<file path="config.mk">
export PLATFORM = sky130hd
export DESIGN_NAME = pipe_hazard_unit
export DESIGN_NICKNAME = d
export VERILOG_FILES = /design/src/rtl/pipe_hazard_unit.sv
export SDC_FILE = /design/constraint.sdc
export NUM_CORES = 1
export LEC_CHECK = 0
export ABC_AREA = 1
export ABC_CLOCK_PERIOD_IN_PS = 2400
export BUFFER_PORTS_ARGS = -buffer_cell sky130_fd_sc_hd__buf_2
export CAP_MARGIN = 20
export CORE_ASPECT_RATIO = 1.4
export CORE_MARGIN = 1.5
export CORE_UTILIZATION = 40
export CTS_BUF_LIST = sky130_fd_sc_hd__clkbuf_16
export DETAILED_ROUTE_END_ITERATION = 8
export GPL_TIMING_DRIVEN = 1
export REMOVE_ABC_BUFFERS = 1
export SETUP_SLACK_MARGIN = 0.05
export SLEW_MARGIN = 30
export SYNTH_ARGS = -nofsm -noshare
export SYNTH_HDL_FRONTEND = slang
export SYNTH_SLANG_ARGS = --single-unit
</file>
<file path="constraint.sdc">
create_clock -name clk -period 2.4 [get_ports clk]
set_clock_uncertainty 0.1 [all_clocks]
set_input_delay 0.72 -clock clk [delete_from_list [all_inputs] [get_ports clk]]
set_output_delay 0.72 -clock clk [all_outputs]
set_load 0.005 [all_outputs]
</file>
<file path="src/rtl/pipe_hazard_unit.sv">
// Pipeline hazard unit: tracks EX/MEM/WB control in shadow stages, detects
// load-use hazards, drives stall/flush, EX forwarding selects, the ID-stage
// write-back bypass and two saturating performance counters.
module pipe_hazard_unit #(
  parameter int unsigned REG_AW      = 5,
  parameter int unsigned CNT_W       = 16,
  parameter int unsigned ZERO_REG_EN = 1
) (
  input  logic              clk,
  input  logic              reset,
  input  logic              hold,
  input  logic              id_valid,
  input  logic [REG_AW-1:0] id_rs,
  input  logic [REG_AW-1:0] id_rt,
  input  logic              id_uses_rs,
  input  logic              id_uses_rt,
  input  logic [REG_AW-1:0] id_rd,
  input  logic              id_reg_write,
  input  logic              id_mem_read,
  input  logic              br_taken,
  output logic              stall_pc,
  output logic              stall_if_id,
  output logic              flush_if_id,
  output logic              flush_id_ex,
  output logic [1:0]        fwd_a,
  output logic [1:0]        fwd_b,
  output logic              id_byp_a,
  output logic              id_byp_b,
  output logic [CNT_W-1:0]  stall_cnt,
  output logic [CNT_W-1:0]  flush_cnt
);

  // EX shadow
  logic              ex_valid_q, ex_rw_q, ex_mr_q, ex_urs_q, ex_urt_q;
  logic [REG_AW-1:0] ex_rd_q, ex_rs_q, ex_rt_q;
  // MEM shadow
  logic              mem_valid_q, mem_rw_q, mem_mr_q;
  logic [REG_AW-1:0] mem_rd_q;
  // WB shadow
  logic              wb_valid_q, wb_rw_q, wb_mr_q;
  logic [REG_AW-1:0] wb_rd_q;

  logic [CNT_W-1:0] stall_cnt_q, flush_cnt_q;
  logic             load_use, ex_bubble, stall_inc, flush_inc;

  // MEM/WB mem_read is carried for completeness of the shadow but never consumed.
  logic unused_mr;
  assign unused_mr = mem_mr_q ^ wb_mr_q;

  // A stage produces register x if it writes it, unless x is the hard-wired zero.
  function automatic logic match(input logic [REG_AW-1:0] x, input logic rw,
                                 input logic [REG_AW-1:0] rd);
    return rw && (rd == x) && !((ZERO_REG_EN != 0) && (x == '0));
  endfunction

  // Hazard detection and the events that feed the counters.
  always_comb begin
    load_use  = id_valid && ex_mr_q &&
                ((id_uses_rs && match(id_rs, ex_valid_q && ex_rw_q, ex_rd_q)) ||
                 (id_uses_rt && match(id_rt, ex_valid_q && ex_rw_q, ex_rd_q)));
    ex_bubble = br_taken || load_use;
    stall_inc = !hold && !br_taken && load_use;
    flush_inc = !hold && br_taken;
  end

  // Stall/flush outputs; hold dominates, then a taken branch, then load-use.
  always_comb begin
    stall_pc    = 1'b0;
    stall_if_id = 1'b0;
    flush_if_id = 1'b0;
    flush_id_ex = 1'b0;
    if (reset) begin
      // everything stays quiet while reset is asserted
    end else if (hold) begin
      stall_pc    = 1'b1;
      stall_if_id = 1'b1;
    end else if (br_taken) begin
      flush_if_id = 1'b1;
      flush_id_ex = 1'b1;
    end else if (load_use) begin
      stall_pc    = 1'b1;
      stall_if_id = 1'b1;
      flush_id_ex = 1'b1;
    end
  end

  // EX operand forwarding from the frozen-or-advancing shadows; MEM beats WB.
  always_comb begin
    fwd_a = 2'b00;
    fwd_b = 2'b00;
    if (ex_urs_q && match(ex_rs_q, mem_valid_q && mem_rw_q, mem_rd_q)) begin
      fwd_a = 2'b01;
    end else if (ex_urs_q && match(ex_rs_q, wb_valid_q && wb_rw_q, wb_rd_q)) begin
      fwd_a = 2'b10;
    end
    if (ex_urt_q && match(ex_rt_q, mem_valid_q && mem_rw_q, mem_rd_q)) begin
      fwd_b = 2'b01;
    end else if (ex_urt_q && match(ex_rt_q, wb_valid_q && wb_rw_q, wb_rd_q)) begin
      fwd_b = 2'b10;
    end
  end

  // ID reads a register that WB is writing this same cycle.
  always_comb begin
    id_byp_a = id_uses_rs && match(id_rs, wb_valid_q && wb_rw_q, wb_rd_q);
    id_byp_b = id_uses_rt && match(id_rt, wb_valid_q && wb_rw_q, wb_rd_q);
  end

  assign stall_cnt = stall_cnt_q;
  assign flush_cnt = flush_cnt_q;

  // Shadow pipeline advance; a bubble clears every field so it never forwards.
  always_ff @(posedge clk or posedge reset) begin
    if (reset) begin
      ex_valid_q  <= 1'b0;
      ex_rw_q     <= 1'b0;
      ex_mr_q     <= 1'b0;
      ex_urs_q    <= 1'b0;
      ex_urt_q    <= 1'b0;
      ex_rd_q     <= '0;
      ex_rs_q     <= '0;
      ex_rt_q     <= '0;
      mem_valid_q <= 1'b0;
      mem_rw_q    <= 1'b0;
      mem_mr_q    <= 1'b0;
      mem_rd_q    <= '0;
      wb_valid_q  <= 1'b0;
      wb_rw_q     <= 1'b0;
      wb_mr_q     <= 1'b0;
      wb_rd_q     <= '0;
    end else if (!hold) begin
      wb_valid_q  <= mem_valid_q;
      wb_rw_q     <= mem_rw_q;
      wb_mr_q     <= mem_mr_q;
      wb_rd_q     <= mem_rd_q;
      mem_valid_q <= ex_valid_q;
      mem_rw_q    <= ex_rw_q;
      mem_mr_q    <= ex_mr_q;
      mem_rd_q    <= ex_rd_q;
      if (ex_bubble || !id_valid) begin
        ex_valid_q <= 1'b0;
        ex_rw_q    <= 1'b0;
        ex_mr_q    <= 1'b0;
        ex_urs_q   <= 1'b0;
        ex_urt_q   <= 1'b0;
        ex_rd_q    <= '0;
        ex_rs_q    <= '0;
        ex_rt_q    <= '0;
      end else begin
        ex_valid_q <= 1'b1;
        ex_rw_q    <= id_reg_write;
        ex_mr_q    <= id_mem_read;
        ex_urs_q   <= id_uses_rs;
        ex_urt_q   <= id_uses_rt;
        ex_rd_q    <= id_rd;
        ex_rs_q    <= id_rs;
        ex_rt_q    <= id_rt;
      end
    end
  end

  // Saturating performance counters.
  always_ff @(posedge clk or posedge reset) begin
    if (reset) begin
      stall_cnt_q <= '0;
      flush_cnt_q <= '0;
    end else begin
      if (stall_inc && (stall_cnt_q != {CNT_W{1'b1}})) begin
        stall_cnt_q <= stall_cnt_q + CNT_W'(1);
      end
      if (flush_inc && (flush_cnt_q != {CNT_W{1'b1}})) begin
        flush_cnt_q <= flush_cnt_q + CNT_W'(1);
      end
    end
  end

endmodule
</file>
Word level (Yosys, flattened, before mapping)
Index checks and enable logic that the tools add are counted.

word-level totals
  bits in registers = 66
  input bits = 24
  output and inout port bits = 42
  logic and storage cells = 98

cells by class
  add/sub/neg operators = 2
  equal/unequal tests = 10
  mux-type cells = 22
  reduce and logical (&&, ||, !) cells = 48

operators by type and width
  cell                                           count
  == test 5 bit                                  8
  logical AND 1 bit                              34
  adder 16 x 1 -> 16 bit, second input constant  2
  inequality test 16 bit, second input constant  2
  zero test 5 bit                                4
  two-way mux 1 bit                              15
  two-way mux 5 bit                              3
  two-way mux 2 bit                              4
  zero test 1 bit                                7
  logical OR 1 bit                               3

Logic depth before layout (Yosys ltp)
Gate-level depths: netlist (run 1).

  word-level depth = 10
  depth in mapped cells = 13
  gate-level depth less buffers = 12

Least setup slack after synthesis (run 1)
No wires, ideal clock.

  path type = input to output
  start = in id_rt[1]
  end = out stall_pc
  arrival = 1621 ps
  required time = 1580 ps
  slack = -41 ps
  stages = 10
  buffers on the path = 1
  cell sequence = inv_1 nand2_1 nand2_1 nand2_1 nor2_1 nand2_1 nand2_4 nand3_4 a21oi_1 buf_4

on the way
  longest elaborated chain between the ends = 10
  elaborated cells on any way between the ends = 12
  those cells by class = eq/ne (1); mux (4); reduce/logical (7)

RTL lines
  what                                                         RTL line  text
  from (decl)                                                  14        input logic [REG_AW-1:0] id_rt,
  == test 5 bit / zero test 5 bit (equally long branches)      53        return rw && (rd == x) && !((ZERO_REG_EN != 0) && (x == '0));
  logical AND 1 bit / zero test 1 bit (equally long branches)  53
  logical AND 1 bit (*)                                        53
  logical AND 1 bit (*)                                        60        (id_uses_rt && match(id_rt, ex_valid_q && ex_rw_q, ex_rd_q)));
  logical OR 1 bit (*)                                         59        ((id_uses_rs && match(id_rs, ex_valid_q && ex_rw_q, ex_rd_q)) ||
  logical AND 1 bit (*)                                        58        load_use = id_valid && ex_mr_q &&
  two-way mux 1 bit (*) (4 in series)                          n/a
  to (decl)                                                    21        output logic stall_pc,

Every way passes the cells marked *; elsewhere a longest branch is shown, timed or not.

Worst setup path in the final report (run 1)
  start = in id_rt[2]
  end = out stall_if_id

on the way
  longest elaborated chain between the ends = 10
  elaborated cells on any way between the ends = 12
  those cells by class = eq/ne (1); mux (4); reduce/logical (7)

RTL lines
  what                                                         RTL line  text
  == test 5 bit / zero test 5 bit (equally long branches)      53
  logical AND 1 bit / zero test 1 bit (equally long branches)  53
  logical AND 1 bit (*)                                        53
  logical AND 1 bit (*)                                        60
  logical OR 1 bit (*)                                         59
  logical AND 1 bit (*)                                        58
  two-way mux 1 bit (*)                                        80        end else if (load_use) begin
  two-way mux 1 bit (*)                                        77        end else if (br_taken) begin
  two-way mux 1 bit (*)                                        74        end else if (hold) begin
  two-way mux 1 bit (*)                                        72        if (reset) begin
  to (decl)                                                    22        output logic stall_if_id,

Marked as above.

==> flow_summary.yaml, run 1 <==
job:
  maxCapViolCount: 0
setup_path:
  end_kind: "output pin"
  worstPathRequired_ns: 1.58
  crit_type: "in2out"
  critical_path.max_stage_delay_ns: 0.15
  crit_chain: "buf_4, inv_2, a21boi_2, nand2_1, nor2_1, nand2_1, nand2_4, nand3_4, a21oi_2, buf_2"
  worstPathMaxFanout: 4
  critPathSlowestCell: "a21oi_2"
  reg2reg_slack_ns: 0.38
  crit_family: "simple AND/OR/NAND/NOR gates"
  worstSetupStartpointType: "input pin"
  crit_arrival_ns: 1.72
  cp.buffers_inverters: 3
  critPathMostFrequentCell: "nand2_1"
placed_design:
  dp_hpwl_um: 7790
  gp_congestion: 0.938
  io_buffers: 65
  dpl-instance-area_um2: 4560
logic_synthesis:
  synth_edf_count: 0
  ys_warn_count: 0
  synth_top_cell_by_area: "dfrtp_1"
  netlist_instances: 529
  synth_top_area_share_pct: 41.5
  ys_seq_area_share_pct: 41.5
  synthArstFlopShare_pct: 100
  yosysMostFrequentCell: "nand2_1"
  ys_types: 35
  synth_commonest_cells: "nand2_1, dfrtp_1, inv_1"
  ys_top_cells_by_area: "dfrtp_1, nand2_1, xor2_1"
  ys.flop_type: "dfrtp_1"
  ys_seq_elements: 66
  synth_area_um2: 3980
  avgSynthCellArea_um2: 7.52
timing:
  max_freq_mhz: 393
  fin_crit_ns: 2.54
  period_share_pct: 106
  rsz0062_at_grt: "true"
  finalSetupViolCount: 5
  hold_viol: 0
  worst_pin_slew_ns: 0.494
  fin_ws_ns: -0.143
  final_max_slew_viol_count: 0
  max-slew-margin-rel_pct: 67.1
grt:
  grt_pass1_vias: 3676
  grt-ovfl-total: 0
  antenna_found_initial: 0
  grt_max_degree: 40
  grt_pass1_wl_um: 17700
  grt.total_usage_pct: 21.8
run_status:
  violations: "setup timing"
  outcome: "finished, violations left"
cells_and_area:
  syn2layout_area_growth_pct: 29.0
  fillers: 959
  drive_above_1_share_pct: 28.8
  utilization_pct: 53.6
  nNetsFinal: 652
  stdcell_area_um2: 5130
  antenna_cells: 0
  multiInputGateArea_um2: 2130
  register_area_um2: 1660
power:
  leakagePower_uw: 0.00267
  vdd_drop_max_mv: 0.400
  powerDensity_nw_per_um2: 630
drt:
  drc: 0
  ant_nets: 0
  vias_per_cell: 4.95
  drt-total-wl_um: 10800
  num_vias: 3779
  dr.pass1.iters: 4
  drt-initial-drc-count: 276
  post_drt_wl_per_cell_um: 14.2
clocking:
  cts.sinks: 66
  cts.path.max_buffers: 2
  numCtsBuffers: 9
  clk_pin_slew_worst_paths_ns: 0.05
  cts.htree.levels: 3
  cts_tree: "done"
  clk_latency_ns: 0.33
  cts_root_buffer: "clkbuf_16"
floorplanning:
  die_h_um: 121
  rows: 42
  dieWidth_um: 87.3
  ios: 66
  die-area_um2: 10600
  core_area_um2: 9560
  initial_core_util_pct: 41.6
worst_hold_path:
  hold_path.class: "reg2reg"
==> timing repair <==
action / 4_1_cts / 5_1_grt
buffers inserted: 5 / 8
hold buffers: 0 / 0
pin swaps: 7 / 15
setup endpoints to repair: 9 / 9
gates resized for setup: 30 / 24
==> registers in the layout, indices dropped and copies added (netlist names), 5 cells and up <==
name / count
mem_rd_q: 5
ex_rt_q: 5
ex_rs_q: 5
stall_cnt: 16
ex_rd_q: 5
flush_cnt: 16
wb_rd_q: 5
==> cell usage in the layout (no fill, tap or decap), types with 4 or more instances in the layout <==
| cell type | instances |
|---|---|
| nand2_1 | 202 |
| buf_2 | 58 |
| dfrtp_1 | 57 |
| buf_4 | 41 |
| inv_1 | 31 |
| nor2_1 | 30 |
| xor2_1 | 28 |
| nand4_1 | 26 |
| xnor2_1 | 18 |
| inv_2 | 15 |
| o21ai_0 | 15 |
| nand3_1 | 14 |
| nor3_1 | 10 |
| clkbuf_16 | 9 |
| dfrtp_2 | 9 |
| nand2_2 | 7 |
| buf_6 | 6 |
| nand3_2 | 4 |
| nor2_2 | 4 |
==> kinds of logic after synthesis <==
group | after synthesis | share of synthesized area [%]
XOR/XNOR | 47 | 10.3
AO/OA/AOI/OAI | 33 | 5.03
buffers and inverters | 68 | 7.36
flip-flops | 66 | 41.5
adder cells (fa/ha/maj) | 2 | 0.629
AND/OR/NAND/NOR | 313 | 35.1
==> area by class of cell <==
class                   instances  share of cell area, %
flip-flops and latches         66                   32.4
clock inverters                 7                   1.80
clock buffers                   9                   4.39
well taps                     132                   3.22
inverters                      49                   3.73
multi-input cells             395                   41.5
repair buffers                105                   13.0
==> routing by layer <==
layer / track usage [%] / share of wire (%) / routed length (um) / vias up
li1: - / - / - / 1885
met1: 27.3 / 42 / 4490 / 1755
met2: 35.1 / 51 / 5470 / 107
met3: 3.67 / 4.3 / 466 / 32
met4: 12.0 / 3.6 / 394 / 0
met5: 0 / 0 / 0 / -
==> power breakdown <==
group          switching, uW  internal, uW  total (uW)  leakage, uW
clock                    489           907        1400     0.000151
combinational            271           228         499      0.00164
sequential               132          1210        1340     0.000878
==> final timing paths <==
kind,startpoint,endpoint,depth (start not counted)
max,id_rt[2],stall_if_id,10
max in group asynchronous,reset,mem_rd_q[1],3
min,ex_valid_q,ex_valid_q,2
min reg2reg,ex_valid_q,ex_valid_q,2
min in group asynchronous,reset,stall_cnt[2],3
max reg2reg,ex_rd_q[2],stall_cnt[2],14
==> worst min-delay path, cell delays in order (launching register included) <==
cell     delay [ns]
dfrtp_1        0.34
nand2_1        0.05
nand2_1        0.05
==> per-stage QoR <==
stage                     std cells  total power (uW)  setup slack, ns  hold WS, ns  setup TNS [ns]
final                           763              3230           -0.143        0.379          -0.648
after floorplan                 510              1600          -0.0748        0.347           -4.94
after global placement          734              1800           -0.170        0.362          -0.628
after global routing            763              3410           -0.257        0.410           -1.35
after detailed placement        734              1810           -0.196        0.365          -0.752
after CTS                       755              3250           -0.115        0.380          -0.521
Power figures use the tool's default switching activity.
==> inputs of run 2 (changes only) <==
--- a/config.mk
+++ b/config.mk
@@ -6,7 +6,7 @@
 export NUM_CORES = 1
 export LEC_CHECK = 0
 export ABC_AREA = 1
-export ABC_CLOCK_PERIOD_IN_PS = 2400
+export ABC_CLOCK_PERIOD_IN_PS = 2500
 export BUFFER_PORTS_ARGS = -buffer_cell sky130_fd_sc_hd__buf_2
 export CAP_MARGIN = 20
 export CORE_ASPECT_RATIO = 1.4
==> constraint.sdc (replaced) <==
create_clock -name clk -period 2.5 [get_ports clk]
set_clock_uncertainty 0.1 [all_clocks]
set_input_delay 0.75 -clock clk [delete_from_list [all_inputs] [get_ports clk]]
set_output_delay 0.75 -clock clk [all_outputs]
set_load 0.005 [all_outputs]
==> flow_summary.yaml, run 2 (synthesized netlist as in run 1, its figures left out) <==
timing:
  hold-worst-slack_ns: 0.382
  period_share_pct: 104
  final_max_slew_viol_count: 0
  max-slew-margin-rel_pct: 65.7
  worst_pin_slew_ns: 0.514
  fin_ws_ns: -0.0881
  max_freq_mhz: 386
  fin_crit_ns: 2.59
  hold_viol: 0
  finalSetupViolCount: 4
  rsz0062_at_grt: "true"
drt:
  ant_nets: 0
  vias_per_cell: 5.02
  post_drt_wl_per_cell_um: 14.4
  drc: 0
  num_vias: 3802
  drt-total-wl_um: 10900
  dr.pass1.iters: 4
  drt-initial-drc-count: 161
cells_and_area:
  final_common_cell: "nand2_1"
  drive_above_1_share_pct: 28.4
  antenna_cells: 0
  stdcell_count: 758
  final_cell_mix: "nand2_1, buf_2, dfrtp_1, nor2_1"
  syn2layout_area_growth_pct: 28.9
  nNetsFinal: 647
setup_path:
  crit_type: "in2out"
  end_kind: "output pin"
  crit_arrival_ns: 1.74
  r2r_end: "stall_cnt[14]"
  reg2reg_depth: 13
  r2r_start: "ex_rd_q[4]"
  worstSetupStartpointType: "input pin"
  worstPathRequired_ns: 1.65
  reg2reg_slack_ns: 0.34
  worstPathMaxFanout: 3
power:
  powerDensity_nw_per_um2: 605
  power.total_uw: 3100
  leakagePower_uw: 0.00266
  vdd_drop_max_mv: 0.469
floorplanning:
  die_h_um: 121
  dieWidth_um: 87.3
  ios: 66
  core_area_um2: 9560
  rows: 42
  initial_core_util_pct: 41.6
  die-area_um2: 10600
grt:
  grt.total_usage_pct: 22.1
  grt-ovfl-total: 0
  antenna_found_initial: 0
  grt_pass1_wl_um: 17900
  grt_max_degree: 41
  grt_pass1_vias: 3820
placed_design:
  gp_congestion: 0.968
  io_buffers: 65
  place_ws_ns: -0.139
  dp_hpwl_um: 7870
  dp.cells: 735
clocking:
  cts_tree: "done"
  cts.path.max_buffers: 2
  clk_latency_ns: 0.34
  clk_pin_slew_worst_paths_ns: 0.05
  hold_buffers: 0
  cts.htree.levels: 3
  cts.sinks: 66
  numCtsBuffers: 9
  cts_root_buffer: "clkbuf_16"
run_status:
  outcome: "finished, violations left"
  violations: "setup timing"
job:
  maxCapViolCount: 0
worst_hold_path:
  min_path_cells: 2
  min_from: "wb_rw_q"
  hold_path.class: "reg2reg"
  holdPathEnd: "wb_rw_q"
-- run 2: cell types whose count changed in the layout (fill, tap and decap cells not counted), sizes merged --
cell    before  now
buf        105  100
inv         50   49
clkinv       3    4
-- run 2: worst max-delay path, stage by stage --
cell and delay, ns:
buf_2 0.11, inv_1 0.06, nand3_1 0.07, nor2_1 0.15, nor2_1 0.08, nand2_2 0.09, nand2_4 0.08, a21oi_2 0.16
nor3_1 0.06, buf_2 0.12
-- run 2: repair_timing --
action / CTS / global route
endpoints found under the setup margin: 7 / 9
setup buffers: 4 / 3
endpoints found under the hold margin: 0 / 0
gates resized for setup: 30 / 36
pin swaps: 13 / 13
-- run 2: where the power goes --
group	internal (uW)	switching [uW]
sequential	1160	130
clock	860	470
combinational	221	261
total	2240	861
-- run 2: area by class of cell --
cell class,count,area [um2]
fill,944,4440
inverter,49,194
sequential,66,1670
tap,132,165
clock buffer,9,225
timing repair buffer,100,667
clock inverter,7,83.8
multi-input combinational,395,2120
-- run 2: through the flow --
step / util, % / area, um2 / TNS (ns)
final: 53.6 / 5130 / -0.210
after global routing: 53.6 / 5130 / -0.625
after CTS: 52.2 / 4990 / -0.224
after detailed placement: 47.9 / 4580 / -0.542
after global placement: 47.9 / 4580 / -0.464
after floorplan: - / 3870 / -0.317
-- run 2: worst max-delay path by stage --
| stage | start | endpoint | slack (ns) |
|---|---|---|---|
| finish | id_rs[4] | flush_id_ex | -0.09 |
| global route | id_rt[4] | flush_id_ex | -0.17 |
| detailed placement | id_rs[1] | flush_id_ex | -0.14 |
| CTS | id_rs[2] | flush_id_ex | -0.11 |
| global placement | id_rs[0] | id_byp_a | -0.15 |
| floorplan | reset | ex_mr_q | -0.005 |
-- run 2: routing by layer --
layer / vias up / share of wire (%) / track usage [%]
li1: 1869 / - / -
met1: 1795 / 41 / 25.8
met2: 109 / 51 / 36.6
met3: 29 / 4.5 / 5.17
met4: 0 / 3.1 / 12.2
met5: - / 0 / 0
